[config.mk]
export PLATFORM = sky130hd
export DESIGN_NAME = ahb_slave_if
export DESIGN_NICKNAME = d
export VERILOG_FILES = /design/src/rtl/bridge_pkg.sv /design/src/rtl/ahb_slave_if.sv
export SDC_FILE = /design/constraint.sdc
export NUM_CORES = 1
export LEC_CHECK = 0
export CAP_MARGIN = 20
export CORE_MARGIN = 2
export CORE_UTILIZATION = 40
export DETAILED_ROUTE_END_ITERATION = 8
export PLACE_DENSITY = 0.89
export SLEW_MARGIN = 20
export SYNTH_ARGS = -nofsm -noshare
export SYNTH_HDL_FRONTEND = slang
export SYNTH_SLANG_ARGS = --single-unit
[constraint.sdc]
create_clock -name clk -period 1.8 [get_ports clk]
set_input_delay 0.18 -clock clk [delete_from_list [all_inputs] [get_ports clk]]
set_output_delay 0.18 -clock clk [all_outputs]
set_load 0.02 [all_outputs]
[src/rtl/bridge_pkg.sv]
// Shared definitions for the AHB-to-APB bridge: AHB encodings, the AHB-side
// FSM state type and the request record handed to the APB master.
package bridge_pkg;

    localparam int BRIDGE_ADDR_W = 32;
    localparam int BRIDGE_DATA_W = 32;

    localparam logic [1:0] HTRANS_IDLE   = 2'b00;
    localparam logic [1:0] HTRANS_BUSY   = 2'b01;
    localparam logic [1:0] HTRANS_NONSEQ = 2'b10;
    localparam logic [1:0] HTRANS_SEQ    = 2'b11;

    localparam logic HRESP_OKAY  = 1'b0;
    localparam logic HRESP_ERROR = 1'b1;

    localparam logic [2:0] HSIZE_WORD = 3'b010;

    typedef enum logic [2:0] {
        ST_IDLE = 3'd0,
        ST_DATA = 3'd1,
        ST_REQ  = 3'd2,
        ST_WAIT = 3'd3,
        ST_ERR1 = 3'd4,
        ST_ERR2 = 3'd5
    } ahb_state_t;

    typedef struct packed {
        logic [BRIDGE_ADDR_W-1:0] addr;
        logic                     write;
        logic [BRIDGE_DATA_W-1:0] wdata;
    } bridge_req_t;

    // Only word-sized, word-aligned transfers can be forwarded to APB.
    function automatic logic legal_xfer(input logic [2:0] size, input logic [1:0] addr_lo);
        legal_xfer = (size == HSIZE_WORD) && (addr_lo == 2'b00);
    endfunction

endpackage

[src/rtl/ahb_slave_if.sv]
// AHB-Lite slave front end: holds the bus with hreadyout while one request
// travels to the APB master, then returns read data and OKAY/ERROR.
module ahb_slave_if
    import bridge_pkg::*;
#(
    parameter int ADDR_W = BRIDGE_ADDR_W,
    parameter int DATA_W = BRIDGE_DATA_W
) (
    input  logic              clk,
    input  logic              preset_n,
    input  logic              hsel_i,
    input  logic [ADDR_W-1:0] haddr_i,
    input  logic [1:0]        htrans_i,
    input  logic              hwrite_i,
    input  logic [2:0]        hsize_i,
    input  logic [DATA_W-1:0] hwdata_i,
    input  logic              hready_i,
    output logic              hreadyout_o,
    output logic              hresp_o,
    output logic [DATA_W-1:0] hrdata_o,
    output logic              req_valid_o,
    input  logic              req_ready_i,
    output logic [ADDR_W-1:0] req_addr_o,
    output logic              req_write_o,
    output logic [DATA_W-1:0] req_wdata_o,
    input  logic              rsp_valid_i,
    input  logic [DATA_W-1:0] rsp_rdata_i,
    input  logic              rsp_err_i
);

    ahb_state_t        state_r;
    ahb_state_t        state_nxt_s;
    bridge_req_t       req_r;
    logic [DATA_W-1:0] hrdata_r;
    logic              accept_s;
    logic              legal_s;
    logic              addr_phase_s;
    logic              hreadyout_s;
    logic              hresp_s;
    logic              req_valid_s;

    assign accept_s     = hsel_i & hready_i &
                          ((htrans_i == HTRANS_NONSEQ) || (htrans_i == HTRANS_SEQ));
    assign legal_s      = legal_xfer(hsize_i, haddr_i[1:0]);
    // ERR2 is a completion cycle, so it may take a new address phase like IDLE.
    assign addr_phase_s = (state_r == ST_IDLE) || (state_r == ST_ERR2);

    // State register.
    always_ff @(posedge clk or negedge preset_n) begin
        if (!preset_n) begin
            state_r <= ST_IDLE;
        end else begin
            state_r <= state_nxt_s;
        end
    end

    // Next-state decode.
    always_comb begin
        state_nxt_s = state_r;
        case (state_r)
            ST_IDLE, ST_ERR2: begin
                if (accept_s) begin
                    state_nxt_s = legal_s ? ST_DATA : ST_ERR1;
                end else begin
                    state_nxt_s = ST_IDLE;
                end
            end
            ST_DATA: state_nxt_s = ST_REQ;
            ST_REQ: begin
                if (req_ready_i) begin
                    state_nxt_s = ST_WAIT;
                end else begin
                    state_nxt_s = ST_REQ;
                end
            end
            ST_WAIT: begin
                if (rsp_valid_i) begin
                    state_nxt_s = rsp_err_i ? ST_ERR1 : ST_IDLE;
                end else begin
                    state_nxt_s = ST_WAIT;
                end
            end
            ST_ERR1: state_nxt_s = ST_ERR2;
            default: state_nxt_s = ST_IDLE;
        endcase
    end

    // Bus handshake outputs decoded from state alone.
    always_comb begin
        hreadyout_s = 1'b1;
        hresp_s     = HRESP_OKAY;
        req_valid_s = 1'b0;
        case (state_r)
            ST_IDLE: begin
                hreadyout_s = 1'b1;
                hresp_s     = HRESP_OKAY;
            end
            ST_DATA, ST_WAIT: begin
                hreadyout_s = 1'b0;
            end
            ST_REQ: begin
                hreadyout_s = 1'b0;
                req_valid_s = 1'b1;
            end
            ST_ERR1: begin
                hreadyout_s = 1'b0;
                hresp_s     = HRESP_ERROR;
            end
            ST_ERR2: begin
                hreadyout_s = 1'b1;
                hresp_s     = HRESP_ERROR;
            end
            default: begin
                hreadyout_s = 1'b1;
                hresp_s     = HRESP_OKAY;
            end
        endcase
    end

    // Request and read-data registers; wdata is zeroed for reads.
    always_ff @(posedge clk or negedge preset_n) begin
        if (!preset_n) begin
            req_r    <= '0;
            hrdata_r <= '0;
        end else begin
            if (addr_phase_s && accept_s) begin
                req_r.addr  <= haddr_i;
                req_r.write <= hwrite_i;
            end
            if (state_r == ST_DATA) begin
                req_r.wdata <= req_r.write ? hwdata_i : '0;
            end
            if ((state_r == ST_WAIT) && rsp_valid_i && !rsp_err_i && !req_r.write) begin
                hrdata_r <= rsp_rdata_i;
            end
        end
    end

    assign hreadyout_o = hreadyout_s;
    assign hresp_o     = hresp_s;
    assign req_valid_o = req_valid_s;
    assign hrdata_o    = hrdata_r;
    assign req_addr_o  = req_r.addr;
    assign req_write_o = req_r.write;
    assign req_wdata_o = req_r.wdata;

endmodule

-- Yosys cells after proc, flatten, opt, wreduce, memory -nomap -nowiden
Cells that the tools add are included.
- equal/unequal tests: 8
- reductions and logical operators: 14
- mux-type cells: 10
- bitwise gates (word level): 2
- operator list (operator ; number):
    $mux W32 ; 1
    $pmux W3 S5 ; 1
    $mux W3 ; 4
    $eq A3 B2 Y1 const B ; 3
    $eq A3 B3 Y1 const B ; 2
    $logic_and A1 B1 Y1 ; 5
    $eq A2 B2 Y1 const B ; 2
    $mux W1 ; 4
    $reduce_or A2 Y1 ; 2
    $reduce_or A4 Y1 ; 1
    $eq A3 B1 Y1 const B ; 1
    $logic_not A3 Y1 ; 1
    $and A1 B1 Y1 ; 2
    $logic_not A1 Y1 ; 2
    $logic_not A2 Y1 ; 1
    $logic_or A1 B1 Y1 ; 2
- logic and storage cells: 39
- register bits after elaboration: 100
- output and inout port bits: 100
- input port bits: 109

-- Logic depth before layout (Yosys ltp)
Gate-level depths: netlist of run 1.
- depth after elaboration: 5
- gate-level depth with buffers: 6

-- Least setup slack after synthesis of run 1
No wires, ideal clock.
- path kind: register to register
- from: register req_r (netlist bit req_write_o)
- to: register hrdata_r[10] (netlist: hrdata_o[10])
- period minus slack after synthesis: 1.491 ns
- slack: 0.309 ns
- data arrival time: 1.367 ns
- data required time: 1.675 ns
- path buffers: 2
- cell stages (with the launch flop): 6
- cell sequence: dfrtp_1 clkbuf_1 nor2_1 nand3_2 buf_2 mux2_2
- cells in the longest elaborated chain, start to end: 2
- ends and longest elaborated chain (item ; RTL line ; source):
    start, declared ; ahb_slave_if.sv:33 ; bridge_req_t req_r;
    $logic_not A1 Y1 ; ahb_slave_if.sv:133 ; if ((state_r == ST_WAIT) && rsp_valid_i && !rsp_err_i && !req_r.write) begin
    $logic_and A1 B1 Y1 ; ahb_slave_if.sv:133 ;
    end signal, assigned ; ahb_slave_if.sv:134 ; hrdata_r <= rsp_rdata_i;
    end, declared ; ahb_slave_if.sv:34 ; logic [DATA_W-1:0] hrdata_r;
No other way between the ends.
A chain may end at the register's enable or synchronous reset.

-- Worst setup path in the final report of run 1
- from: register state_r[2]
- to: output port req_valid_o
- cells in the longest elaborated chain, start to end: 2
- ends and longest elaborated chain (item ; RTL line ; source):
    start, declared ; ahb_slave_if.sv:31 ; ahb_state_t state_r;
    start signal, assigned ; ahb_slave_if.sv:53 ; state_r <= state_nxt_s;
    $eq A3 B2 Y1 ; ahb_slave_if.sv:93 ; case (state_r)
    $mux W1 ; ahb_slave_if.sv:93 ;
    end, declared ; ahb_slave_if.sv:21 ; output logic req_valid_o,
No other way between the ends.

==> impl_metrics.sql, run 1 <==
INSERT INTO impl_metrics (metric_group, metric, value, unit) VALUES
('logic_synthesis', 'synth_nets', '411', ''),
('hold_path', 'holdCritPathClass', 'input pin to async pin', ''),
('grt', 'grt_max_degree', '65', ''),
('floorplan', 'die-height', '105', 'um'),
('timing', 'rsz0062_at_grt', 'no', ''),
('layout', 'fin_cells', '649', ''),
('grt', 'grt_first_pass_wirelength', '16800', 'um'),
('cts', 'clock-sinks', '100', ''),
('route', 'detailed_route_drc_error_count', '0', ''),
('floorplan', 'floorplan.core_area', '0.00982', 'mm^2'),
('cts', 'cts-root-buf', 'sky130_fd_sc_hd__clkbuf_8', ''),
('route', 'drt.antenna.violating_nets', '0', ''),
('placement', 'placed_cells', '632', ''),
('setup_path', 'timing.rr.start', 'state_r[1]$_DFF_PN0_', ''),
('setup_path', 'critical_path_arrival', '1.49', 'ns'),
('logic_synthesis', 'synth-edff-count', '0', ''),
('power_and_ir_drop', 'pwr-share-seq', '36.0', '%'),
('layout', 'syn_to_final_growth', '58.3', '%'),
('setup_path', 'required', '1.62', 'ns'),
('power_and_ir_drop', 'power.density', '1660', 'mW/mm^2'),
('floorplan', 'start_util', '41.5', '%'),
('cts', 'clk_latency', '0.35', 'ns'),
('power_and_ir_drop', 'comb_power_share', '52.1', '%'),
('timing', 'max_slew_margin', '64.6', '%'),
('logic_synthesis', 'cell_with_the_most_instances_after_synthesis', 'sky130_fd_sc_hd__dfrtp_1', ''),
('placement', 'place_area', '0.00626', 'mm^2'),
('grt', 'number_of_antenna_violations_at_the_first_check_in_global_routing', '0', ''),
('floorplan', 'horizontal_extent_of_the_die', '105', 'um'),
('setup_path', 'setup.reg_to_reg.worst_slack', '0.21', 'ns'),
('floorplan', 'design.die.area', '0.0110', 'mm^2'),
('setup_path', 'critPathMaxFanout', '9', ''),
('logic_synthesis', 'ys_top_cells_by_count', 'sky130_fd_sc_hd__dfrtp_1 (100), sky130_fd_sc_hd__mux2_2 (64), sky130_fd_sc_hd__nand2_1 (64), sky130_fd_sc_hd__o21ai_2 (28), sky130_fd_sc_hd__buf_6 (11)', ''),
('timing', 'setup-violations-final', '0', ''),
('power_and_ir_drop', 'power_switching_share', '37.9', '%'),
('setup_path', 'timing_worst_setup_path_type', 'flip-flop to primary output', ''),
('placement', 'port-buffer-count', '207', ''),
('cts', 'tritoncts', 'yes', ''),
('logic_synthesis', 'synthArstFlopShare', '100', '%'),
('power_and_ir_drop', 'vdd_drop_max', '0.968', 'mV'),
('layout', 'layout-drive-gt1-share', '23.8', '%'),
('layout', 'diodes', '0', ''),
('setup_path', 'reg2regPathDepth', '4', ''),
('timing', 'final.period_utilization', '92.7', '%'),
('route', 'detailedRoute.firstIterationViolations', '69', ''),
('route', 'detail_route.vias_per_cell', '4.75', ''),
('power_and_ir_drop', 'power.net_switching', '4.05', 'mW'),
('grt', 'global_route.usage.total', '19.3', '%'),
('timing', 'final_max_tran_viols', '0', ''),
('route', 'routed-via-count', '3082', ''),
('logic_synthesis', 'synth-warning-count', '0', ''),
('status', 'run_status', 'complete, no violations', ''),
('logic_synthesis', 'ys_dominant_reg_cell', 'sky130_fd_sc_hd__dfrtp_1', ''),
('layout', 'final_stage_net_count', '620', ''),
('setup_path', 'endpoint_of_the_lowest_slack_register_to_register_path', 'req_addr_o[16]$_DFFE_PN0P_', ''),
('logic_synthesis', 'synthDistinctLibCells', '27', ''),
('logic_synthesis', 'synth.ff_latch_count', '100', ''),
('logic_synthesis', 'yosysTopAreaCellShare', '61.4', '%'),
('power_and_ir_drop', 'p_clk_share', '11.9', '%'),
('flow_run', 'max-cap-violations', '0', ''),
('cts', 'post-cts-setup-buffers', '0', ''),
('route', 'avgRoutedWirePerCell', '15.6', 'um'),
('power_and_ir_drop', 'p_int', '6.64', 'mW'),
('setup_path', 'end_kind', 'primary output', ''),
('setup_path', 'startpoint_type', 'flip-flop', ''),
('route', 'total_routed_wirelength', '10100', 'um'),
('placement', 'dp.final_hpwl', '7790', 'um'),
('layout', 'finalCoreUtilization', '65.6', '%'),
('floorplan', 'io_pins', '209', ''),
('timing', 'tightestPinTransition', '0.526', 'ns'),
('layout', 'num-fill-cells', '733', ''),
('logic_synthesis', 'syn_inst', '302', '');
## cell type report
class | count | area [um^2] | share of cell area (%)
flip-flops and latches | 100 | 2500 | 38.8
repair buffers | 217 | 2190 | 34.0
multi-input cells | 183 | 1410 | 21.9
well taps | 133 | 166 | 2.58
clock buffers | 12 | 145 | 2.25
clock inverters | 4 | 25.0 | 0.388
## worst max path at each step
stage	depth (start not counted)	to	slack (ns)	start
after floorplan	5	hrdata_o[10]$_DFFE_PN0P_	0.31	req_write_o$_DFFE_PN0P_
after detailed placement	5	req_addr_o[16]$_DFFE_PN0P_	0.09	hsel_i
final	3	req_valid_o	0.13	state_r[2]$_DFF_PN0_
after CTS	3	hreadyout_o	0.08	state_r[1]$_DFF_PN0_
after global placement	5	req_addr_o[13]$_DFFE_PN0P_	0.14	hsel_i
after global routing	3	hreadyout_o	0.01	state_r[1]$_DFF_PN0_
## critical path: stages, from the launching register on
cell and delay (ns):
sky130_fd_sc_hd__dfrtp_2 0.50, sky130_fd_sc_hd__nand2b_1 0.20, sky130_fd_sc_hd__nor2_1 0.09, sky130_fd_sc_hd__dlygate4sd2_1 0.35
## through the flow
stage / total power, mW / hold slack, ns / worst slack (ns)
floorplan: 6.78 / -0.116 / 0.309
global placement: 9.31 / 0.107 / 0.136
detailed placement: 9.53 / 0.116 / 0.0863
CTS: 10.8 / 0.260 / 0.0804
global route: 11.3 / 0.293 / 0.0122
finish: 10.7 / 0.281 / 0.131
## registers in the layout, summed over array words and instances, names as in the netlist
name	flops
hrdata_o	32
req_addr_o	32
req_write_o	1
req_wdata_o	32
state_r	3
## layer usage
layer	vias to the layer above	wire [um]	global-route usage [%]
li1	1442	-	-
met1	1491	3690	20.1
met2	127	5350	35.1
met3	22	813	6.24
met4	0	276	8.48
met5	-	0	0
## cells in the final DEF (no fill, tap or decap), types with 4 or more instances in the layout
master | synthesis | final
sky130_fd_sc_hd__o21ai_1 | 4 | 4
sky130_fd_sc_hd__buf_12 | 0 | 4
sky130_fd_sc_hd__nand2_1 | 64 | 64
sky130_fd_sc_hd__clkdlybuf4s50_1 | 0 | 203
sky130_fd_sc_hd__dfrtp_1 | 100 | 99
sky130_fd_sc_hd__clkbuf_8 | 0 | 10
sky130_fd_sc_hd__nand2b_1 | 4 | 4
sky130_fd_sc_hd__mux2_2 | 64 | 64
sky130_fd_sc_hd__buf_4 | 1 | 6
sky130_fd_sc_hd__o21ai_2 | 28 | 28
## kinds of logic after synthesis
kind of cell	after synthesis	synth area share (%)
flip-flops	100	61.4
multiplexers	65	18.0
AND/OR/NAND/NOR	79	8.54
buffers and inverters	19	3.96
AO/OA/AOI/OAI	37	7.47
XOR/XNOR	2	0.615
## power groups by stage
stage	clock [mW]	combinational, mW	sequential (mW)
after floorplan	0	1.74	5.04
after global placement	0	5.50	3.81
after detailed placement	0	5.64	3.89
after CTS	1.32	5.64	3.86
after global routing	1.40	5.91	3.99
final	1.27	5.57	3.84
## what timing repair did
action,CTS,global route
endpoints found under the setup margin,3,1
cloned,0,0
hold buffers,1,0
gates resized for setup,5,1
endpoints found under the hold margin,23,0
(Power assumes the default switching activity.)
==> run 2: changes to the inputs <==
Settings changed: CORE_UTILIZATION 40 to 60, DONT_BUFFER_PORTS from default to 1, PLACE_DENSITY 0.89 to 0.84.
==> run 2 against run 1 <==
Net effect:
- the run now ends with negative hold slack left
- combinational power shrank 62%
- setup slack lost 0.0098 ns
- final cell count shrank 26%
- core utilization grew 13 points
- worst hold slack lost 0.77 ns
- clock skew grew 0.0025 ns
- power shrank 18%
- routed wire length shrank 3.8%
- largest cell class unchanged
- largest power group is now registers
- highest routed layer unchanged
==> impl_metrics.sql, run 2 (synthesis gave the netlist of run 1 again) <==
INSERT INTO impl_metrics (metric_group, metric, value, unit) VALUES
('cts', 'post-cts-setup-buffers', '0', ''),
('timing', 'hold_ws', '-0.492', 'ns'),
('layout', 'syn_to_final_growth', '29.1', '%'),
('layout', 'multi_input_comb_area', '0.00141', 'mm^2'),
('timing', 'hold_viol_final', '100', ''),
('cts', 'cts_max_level', '3', ''),
('cts', 'clk_latency', '0.35', 'ns'),
('setup_path', 'end_kind', 'primary output', ''),
('timing', 'max_slew_margin', '65.5', '%'),
('setup_path', 'timing_worst_setup_path_type', 'flip-flop to primary output', ''),
('layout', 'mostFrequentLayoutCells', 'sky130_fd_sc_hd__dfrtp_1 (100), sky130_fd_sc_hd__dlygate4sd3_1 (98), sky130_fd_sc_hd__mux2_2 (64), sky130_fd_sc_hd__nand2_1 (64), sky130_fd_sc_hd__o21ai_2 (28)', ''),
('cts', 'cts_repair_resize_count', '0', ''),
('floorplan', 'start_util', '61.0', '%'),
('grt', 'vias_in_the_first_global_route', '3050', ''),
('floorplan', 'floorplan.rows', '30', ''),
('placement', 'port-buffer-count', '0', ''),
('route', 'drt.antenna.violating_nets', '0', ''),
('hold_path', 'holdCritPathClass', 'input pin to async pin', ''),
('grt', 'grt_max_degree', '101', ''),
('timing', 'rsz0062_at_grt', 'no', ''),
('cts', 'clock-sinks', '100', ''),
('cts', 'path_clk_slew', '0.09', 'ns'),
('route', 'avgRoutedWirePerCell', '20.2', 'um'),
('grt', 'global_route.overflow_total', '0', ''),
('grt', 'number_of_antenna_violations_at_the_first_check_in_global_routing', '0', ''),
('layout', 'mostFrequentLayoutCell', 'sky130_fd_sc_hd__dfrtp_1', ''),
('route', 'detailedRoute.firstPassIterationCount', '5', ''),
('layout', 'final_stage_net_count', '506', ''),
('cts', 'tritoncts', 'yes', ''),
('setup_path', 'reg2regPathDepth', '4', ''),
('floorplan', 'floorplan.core_area', '0.00668', 'mm^2'),
('layout', 'final_area', '0.00526', 'mm^2'),
('power_and_ir_drop', 'power.density', '1670', 'mW/mm^2'),
('setup_path', 'critPathMaxFanout', '8', ''),
('layout', 'layout.area.seq', '0.00250', 'mm^2'),
('timing', 'final_max_tran_viols', '0', ''),
('route', 'detailed_route_drc_error_count', '0', ''),
('layout', 'diodes', '0', ''),
('timing', 'setup-violations-final', '0', ''),
('floorplan', 'die-height', '86.4', 'um'),
('flow_run', 'max-cap-violations', '0', ''),
('route', 'detailedRoute.firstIterationViolations', '89', ''),
('timing', 'final.period_utilization', '93.3', '%'),
('route', 'routed-via-count', '2718', ''),
('setup_path', 'slowest_stage', 'sky130_fd_sc_hd__dfrtp_1', ''),
('timing', 'tightestPinTransition', '0.517', 'ns'),
('placement', 'place_area', '0.00409', 'mm^2'),
('setup_path', 'critical_path_arrival', '1.50', 'ns'),
('power_and_ir_drop', 'leakage', '2.33', 'nW'),
('route', 'total_routed_wirelength', '9740', 'um'),
('grt', 'grt_first_pass_wirelength', '15100', 'um'),
('timing', 'finClkSkew', '0.00885', 'ns'),
('setup_path', 'crit_path_max_incr_delay', '0.49', 'ns'),
('timing', 'fmaxAchievable', '596', 'MHz'),
('status', 'failed_checks', 'negative hold slack', ''),
('cts', 'cts-root-buf', 'sky130_fd_sc_hd__clkbuf_8', ''),
('grt', 'global_route.usage.total', '26.7', '%'),
('cts', 'post_cts_hold_buffer_count', '98', ''),
('floorplan', 'io_pins', '209', ''),
('setup_path', 'critical_path.cell_chain', 'nor2_1 -> xor2_1 -> buf_4', ''),
('route', 'detail_route.vias_per_cell', '5.64', ''),
('layout', 'num-fill-cells', '386', ''),
('floorplan', 'design.die.area', '0.00746', 'mm^2'),
('floorplan', 'horizontal_extent_of_the_die', '86.4', 'um'),
('cts', 'ctsLongestPathBuffers', '2', ''),
('status', 'run_status', 'complete, but fails checks', ''),
('cts', 'cts_made_buffers', '9', ''),
('layout', 'fin_cells', '482', ''),
('layout', 'layout-drive-gt1-share', '29.1', '%'),
('placement', 'placed_cells', '368', ''),
('placement', 'dp.final_hpwl', '5590', 'um'),
('setup_path', 'startpoint_type', 'flip-flop', ''),
('setup_path', 'required', '1.62', 'ns'),
('placement', 'gp_congestion', '0.765', ''),
('timing', 'setup_tns', '0', 'ns'),
('power_and_ir_drop', 'vdd_drop_max', '1.03', 'mV'),
('timing', 'period_minus_slack', '1.68', 'ns');
-- run 2: stage by stage --
step                      utilization, %  power (mW)  hold WS, ns  setup slack [ns]
after floorplan                        -        6.78       -0.116             0.309
after global placement              61.2        7.06       -0.114             0.232
after detailed placement            61.2        7.24       -0.114             0.197
after CTS                           78.7        8.73       -0.510             0.114
after global routing                78.7        9.20       -0.517          0.000755
final                               78.7        8.78       -0.492             0.121
-- run 2: critical path: cells and delay by family, from the launching register on --
family / cells / cell delay [ns]
DFF: 1 / 0.49
and+or+nand+nor: 1 / 0.33
xor gates and xnor gates: 1 / 0.17
buffers and inverters: 1 / 0.17
-- run 2: area by class of cell --
type                       count  area share (%)
clock buffer                  12            2.95
clock inverter                 4           0.643
multi-input combinational    183            26.8
sequential                   100            47.6
tap                           80            1.90
timing repair buffer         103            20.1
-- run 2: routing by layer --
metal  GRT usage [%]  routed length, um
met4            13.8                363
met3            7.62                734
met5               0                  0
met1            27.3               3190
met2            49.0               5450
-- run 2: final timing paths --
path	start	to	slack, ns
setup reg to reg	state_r[2]$_DFF_PN0_	req_wdata_o[28]$_DFFE_PN0P_	0.16
hold / removal	preset_n	req_addr_o[9]$_DFFE_PN0P_	-0.49
max in group asynchronous	preset_n	req_addr_o[30]$_DFFE_PN0P_	2.18
setup / recovery	state_r[0]$_DFF_PN0_	hreadyout_o	0.12
min in group clk	hready_i	state_r[2]$_DFF_PN0_	0.12
hold reg to reg	req_wdata_o[18]$_DFFE_PN0P_	req_wdata_o[18]$_DFFE_PN0P_	0.64
-- run 2: power by group --
group	internal, mW	leakage [nW]	switching, mW
clock	0.587	0.0928	0.748
sequential	3.26	1.26	2.08
combinational	1.09	0.980	1.02
==> run 3: changes to the inputs <==
Settings changed: RECOVER_POWER from default to 50.
==> results of run 3 <==
No change in the layout: final DEF, timing and power equal those of run 2.
==> edit 1, RTL diff (config.mk and constraints of run 1) <==
Reset style: synchronous (`preset_n`), changed in 2 clocked blocks.
--- a/src/rtl/ahb_slave_if.sv
+++ b/src/rtl/ahb_slave_if.sv
@@ -47,5 +47,5 @@
 
     // State register.
-    always_ff @(posedge clk or negedge preset_n) begin
+    always_ff @(posedge clk) begin
         if (!preset_n) begin
             state_r <= ST_IDLE;
@@ -119,5 +119,5 @@
 
     // Request and read-data registers; wdata is zeroed for reads.
-    always_ff @(posedge clk or negedge preset_n) begin
+    always_ff @(posedge clk) begin
         if (!preset_n) begin
             req_r    <= '0;
Formal check against the unedited RTL: differs if preset_n is asserted again (counterexample within 4 cycles, from zero or initial values and one cycle with preset_n low); with preset_n held inactive, the same outputs for 10 cycles.
==> edit 1 against run 1 <==
  * Sequential cell count unchanged
  * Setup slack worse by 0.017 ns
  * Design area down 2.5%
  * Area after synthesis down 5.1%
  * Critical path type unchanged
  * Maximum frequency down 0.98%
  * Final cell count up 20%
  * Clock skew up 0.0036 ns
  * Wire length up 9.3%
Power is not compared: it rests on default switching activity, and its combinational part moved more than twofold at a synthesized area within 25%.
==> edit 1: results (changes against run 1) <==
** STA
- Worst slew margin relative to its limit :: 76.5% (+12 points)
- The count of final hold-check violations was 0 (unchanged).
- Clock skew after layout :: 0.00993 ns (+0.00356 ns)

** Routing
- The DRC marker count from the first detailed-route iteration is 103 (+49%).
- The routed wire length came to 11,100 µm (+9.3%).
- Routed via count :: 3,726 (+21%)
- The number of iterations in the first detailed-routing pass came to 5 (+1).
- Remaining antenna violation count :: 0 (unchanged)

** Layout
- Number of non-filler instances in the completed layout :: 780 (+20%)
- The share of final-layout standard cells stronger than drive strength 1 was 5.07% (-19 points).
- The antenna diode count was 0 (unchanged).
- The net total in the final layout is 756 (+22%).

** Place
- Hpwl dp :: 8230 µm (+5.6%)
- # placed instances :: 765 (+21%)
- Count of buffers inserted at the top-level ports :: 207 (unchanged)
- Final weighted congestion in routability-driven placement :: 0.736 (-4.8%)

** Global routing
- Global-route wire length before repair :: 17,600 µm (+4.6%)
- Number of global-route vias before repair :: 3,785 (+8.6%)
- Initial antenna violation count :: 0 (unchanged)
- The total global-route track usage was 21.0% (+1.7 points).
- The largest net degree at the start of global routing is 100 (+54%).

** Logic synthesis
- Portion of synthesized cell area occupied by the leading cell type :: 51.8% (-9.6 points)
- Sequential area share after synthesis :: 51.8% (-9.6 points)
- The synthesized netlist net count came to 565 (+37%).
- The average cell area after synthesis is 8.47 µm² (-37%).
- Synth async-reset ratio :: 0% (-100 points)
- Yosys attributes the largest share of cell area to sky130_fd_sc_hd__dfxtp_1 52%, sky130_fd_sc_hd__nand2_1 16%, sky130_fd_sc_hd__a21boi_0 12%.
- The synthesis warning total is 0 (unchanged).
- The count of different cell masters after synthesis was 25 (-7.4%).
- Synth top cells by count :: 166 x sky130_fd_sc_hd__nand2_1, 100 x sky130_fd_sc_hd__dfxtp_1, 62 x sky130_fd_sc_hd__a21boi_0, 35 x sky130_fd_sc_hd__a21boi_1, 33 x sky130_fd_sc_hd__nand3_1

** Critical path
- Endpoint arrival time on the critical path :: 1.51 ns (+0.02 ns)
- The critical path ends at hreadyout_o.
- The delay of the slowest cell on the worst path was 0.41 ns (-0.09 ns).
- In this run the critical register-to-register path is captured at hrdata_o[28].
- The startpoint identified for the worst register-to-register timing path is state_r[2].
- The cell family contributing the most delay on the critical path is flip-flops.
- The maximum fanout along the worst path was 8 (-1).
- Path depth of the worst reg2reg path :: 5 (+1)
- Launch point of the critical path :: state_r[0]
- Slack of the worst reg-to-reg path :: 0.21 ns (about the same)
- Master of the slowest instance on the critical path :: sky130_fd_sc_hd__dfxtp_1

** CTS
- The total number of H-tree levels was 3 (unchanged).
- Buffers from clock root to sink, at most :: 2 (unchanged)
- Clock input transition at the sequential cells of the worst setup and hold paths :: 0.10 ns
- In this run the clock root is driven by a sky130_fd_sc_hd__clkbuf_8.
- CTS Buf Count :: 9 (unchanged)
- The worst-skew pair later-pin latency was 0.35 ns (about the same).

** Worst hold path
- Type of the most critical hold path :: input pin to flop

** Status
- Status :: completed

** Power
- The worst-case IR drop observed on VDD is 0.000568 V.
- The analysis attributes to cell leakage a power of 2.11 nW.
==> edit 1: cell count changes after synthesis, moves of 33 or more <==
| cell | run 1 | this run |
|---|---|---|
| sky130_fd_sc_hd__nand2_1 | 64 | 166 |
| sky130_fd_sc_hd__dfrtp_1 | 100 | 0 |
| sky130_fd_sc_hd__dfxtp_1 | 0 | 100 |
| sky130_fd_sc_hd__mux2_2 | 64 | 0 |
| sky130_fd_sc_hd__a21boi_0 | 0 | 62 |
| sky130_fd_sc_hd__a21boi_1 | 0 | 35 |
| sky130_fd_sc_hd__nand3_1 | 0 | 33 |
==> edit 1: cell families after synthesis <==
group	synth area share (%)
buf+inv	4.60
flops	51.8
compound gates	19.5
xor+xnor	0.453
simple gates	23.7
==> edit 1: stage by stage <==
stage                     setup WS [ns]  power, mW  hold WS [ns]  util, %  cell area (µm²)
after floorplan                   0.237       2.51         0.315        -             3860
after global placement            0.152       2.85         0.438     65.0             6060
after detailed placement          0.129       2.86         0.448     65.0             6060
after CTS                        0.0845       4.42         0.352     67.4             6290
after global routing             0.0185       4.56         0.356     67.4             6290
final                             0.114       4.39         0.333     67.4             6290
==> edit 1: cell type report <==
cell class,count,area (µm²)
Clock buffer,11,151
Clock inverter,4,72.6
Fill cell,785,3040
Multi-Input combinational cell,318,1700
Sequential cell,100,2000
Tap cell,129,161
Timing Repair Buffer,218,2200
==> edit 1: timing repair <==
item	in CTS	in global routing
pin swaps	0	0
gates resized for setup	5	1
hold buffers	0	0
endpoints found under the setup margin	3	1
==> edit 1: tightest hold or removal path, cell delays in order <==
cell and delay, ns:
sky130_fd_sc_hd__buf_2 0.11, sky130_fd_sc_hd__buf_12 0.19, sky130_fd_sc_hd__a21boi_1 0.16
==> edit 1: worst min-delay path by stage <==
stage                                from              to  slack (ns)  cells past startpoint
after CTS                        preset_n    hrdata_o[19]        0.35                      3
after floorplan           rsp_rdata_i[10]    hrdata_o[10]        0.31                      2
after global routing             preset_n    hrdata_o[19]        0.36                      3
after global placement     req_wdata_o[1]  req_wdata_o[1]        0.44                      2
final                            preset_n    hrdata_o[17]        0.33                      3
after detailed placement     hrdata_o[23]    hrdata_o[23]        0.45                      2
==> edit 1: power by group <==
group / total [mW] / leakage [nW] / switching [mW] / internal (mW)
sequential: 2.27 / 0.808 / 0.0241 / 2.24
clock: 1.58 / 0.111 / 0.731 / 0.850
combinational: 0.538 / 1.19 / 0.208 / 0.330
total: 4.39 / 2.11 / 0.963 / 3.42
==> edit 1: layer usage <==
layer	global-route usage, %	routed length (µm)	vias up
li1	-	-	1874
met1	22.4	4330	1697
met2	39.3	5680	140
met3	7.59	924	15
met4	4.72	133	0
met5	0	0	-
==> edit 2, RTL diff (flow settings as in run 1) <==
Made on the original files. Set the package constant `BRIDGE_ADDR_W` to 36 (it was 32).
--- a/src/rtl/bridge_pkg.sv
+++ b/src/rtl/bridge_pkg.sv
@@ -3,5 +3,5 @@
 package bridge_pkg;
 
-    localparam int BRIDGE_ADDR_W = 32;
+    localparam int BRIDGE_ADDR_W = 36;
     localparam int BRIDGE_DATA_W = 32;
 
Interface: changed (resized haddr_i and req_addr_o); port bits go from 209 to 217. No check against the original RTL was run, so the function may have changed too.
==> edit 2 against run 1 <==
  * Clock power grew 30%
  * Critical path type unchanged
  * Area after synthesis grew 2.4%
  * First-iteration DRC count grew 68%
  * Setup slack lost 0.037 ns
  * Power grew 6.1%
  * Design area grew 3.9%
  * Sequential cell count grew 4
  * Largest cell class unchanged
  * Wire length grew 4.3%
==> edit 2: results (changes against run 1) <==
** Status
- The run finished with clean final reports.

** Critical path
- In this run the worst setup path begins at state_r[1].
- Setup crit end :: hreadyout_o
- The reg-to-reg setup timing slack was 0.16 ns (-0.05 ns).
- The endpoint identified for the worst register-to-register timing path is req_addr_o[14].
- Endpoint arrival time on the critical path :: 1.53 ns (+0.04 ns)
- The delay of the slowest cell on the worst path was 0.46 ns (-0.04 ns).

** Routing
- Met2 Wirelength :: 5520 µm (+3.2%)
- The total via count in the routed design was 3,138 (+1.8%).
- Wire length on met1 :: 4140 µm (+12%)

** Power
- The worst vdd rail ir drop is 0.000862 V (-11%).
- Seq power :: 4.01 mW (+4%)
- Internal Dissipation :: 7.30 mW (+10%)

** Layout
- Fraction of layout cells with a size suffix above 1 :: 17.9% (-5.9 points)

** STA
- Worst slew margin relative to its limit :: 67.8% (+3.2 points)
- The setup skew after layout came to 0.0102 ns (+0.00379 ns).

** Place
- Hpwl dp :: 8040 µm (+3.1%)
- The placer congestion estimate was 0.740 (-4.3%).
- Count of buffers inserted at the top-level ports :: 215 (+3.9%)

** Global routing
- Global routing usage summed across all routing layers :: 19.2% (-0.085 points)
- The met1 demand-to-capacity share in global routing is 22.9% (+2.8 points).

** Logic synthesis
- The count of different cell masters after synthesis came to 28 (+3.7%).
- Compound-gate portion of the synthesized area :: 4.77% (-2.7 points)
- The synthesized netlist net count is 424 (+3.2%).
- The average cell area after synthesis was 13.4 µm² (-0.54%).

** CTS
- Post-CTS sizing :: 4 (-1)
-- edit 2: changes by cell type in the layout (fill, tap and decap cells not counted), moves of 2 or more --
cell | run 1 | this run
sky130_fd_sc_hd__o21ai_2 | 28 | 0
sky130_fd_sc_hd__o21ai_0 | 0 | 27
sky130_fd_sc_hd__mux2_4 | 0 | 19
sky130_fd_sc_hd__mux2_2 | 64 | 48
sky130_fd_sc_hd__clkdlybuf4s50_1 | 203 | 211
sky130_fd_sc_hd__dfrtp_1 | 99 | 103
sky130_fd_sc_hd__bufinv_16 | 0 | 3
sky130_fd_sc_hd__clkinvlp_4 | 2 | 0
-- edit 2: layout make-up --
cell class	count	area, µm²
Fill cell	783	3530
Sequential cell	104	2600
Timing Repair Buffer	225	2290
Multi-Input combinational cell	187	1410
Tap cell	136	170
Clock buffer	10	128
Clock inverter	4	95.1
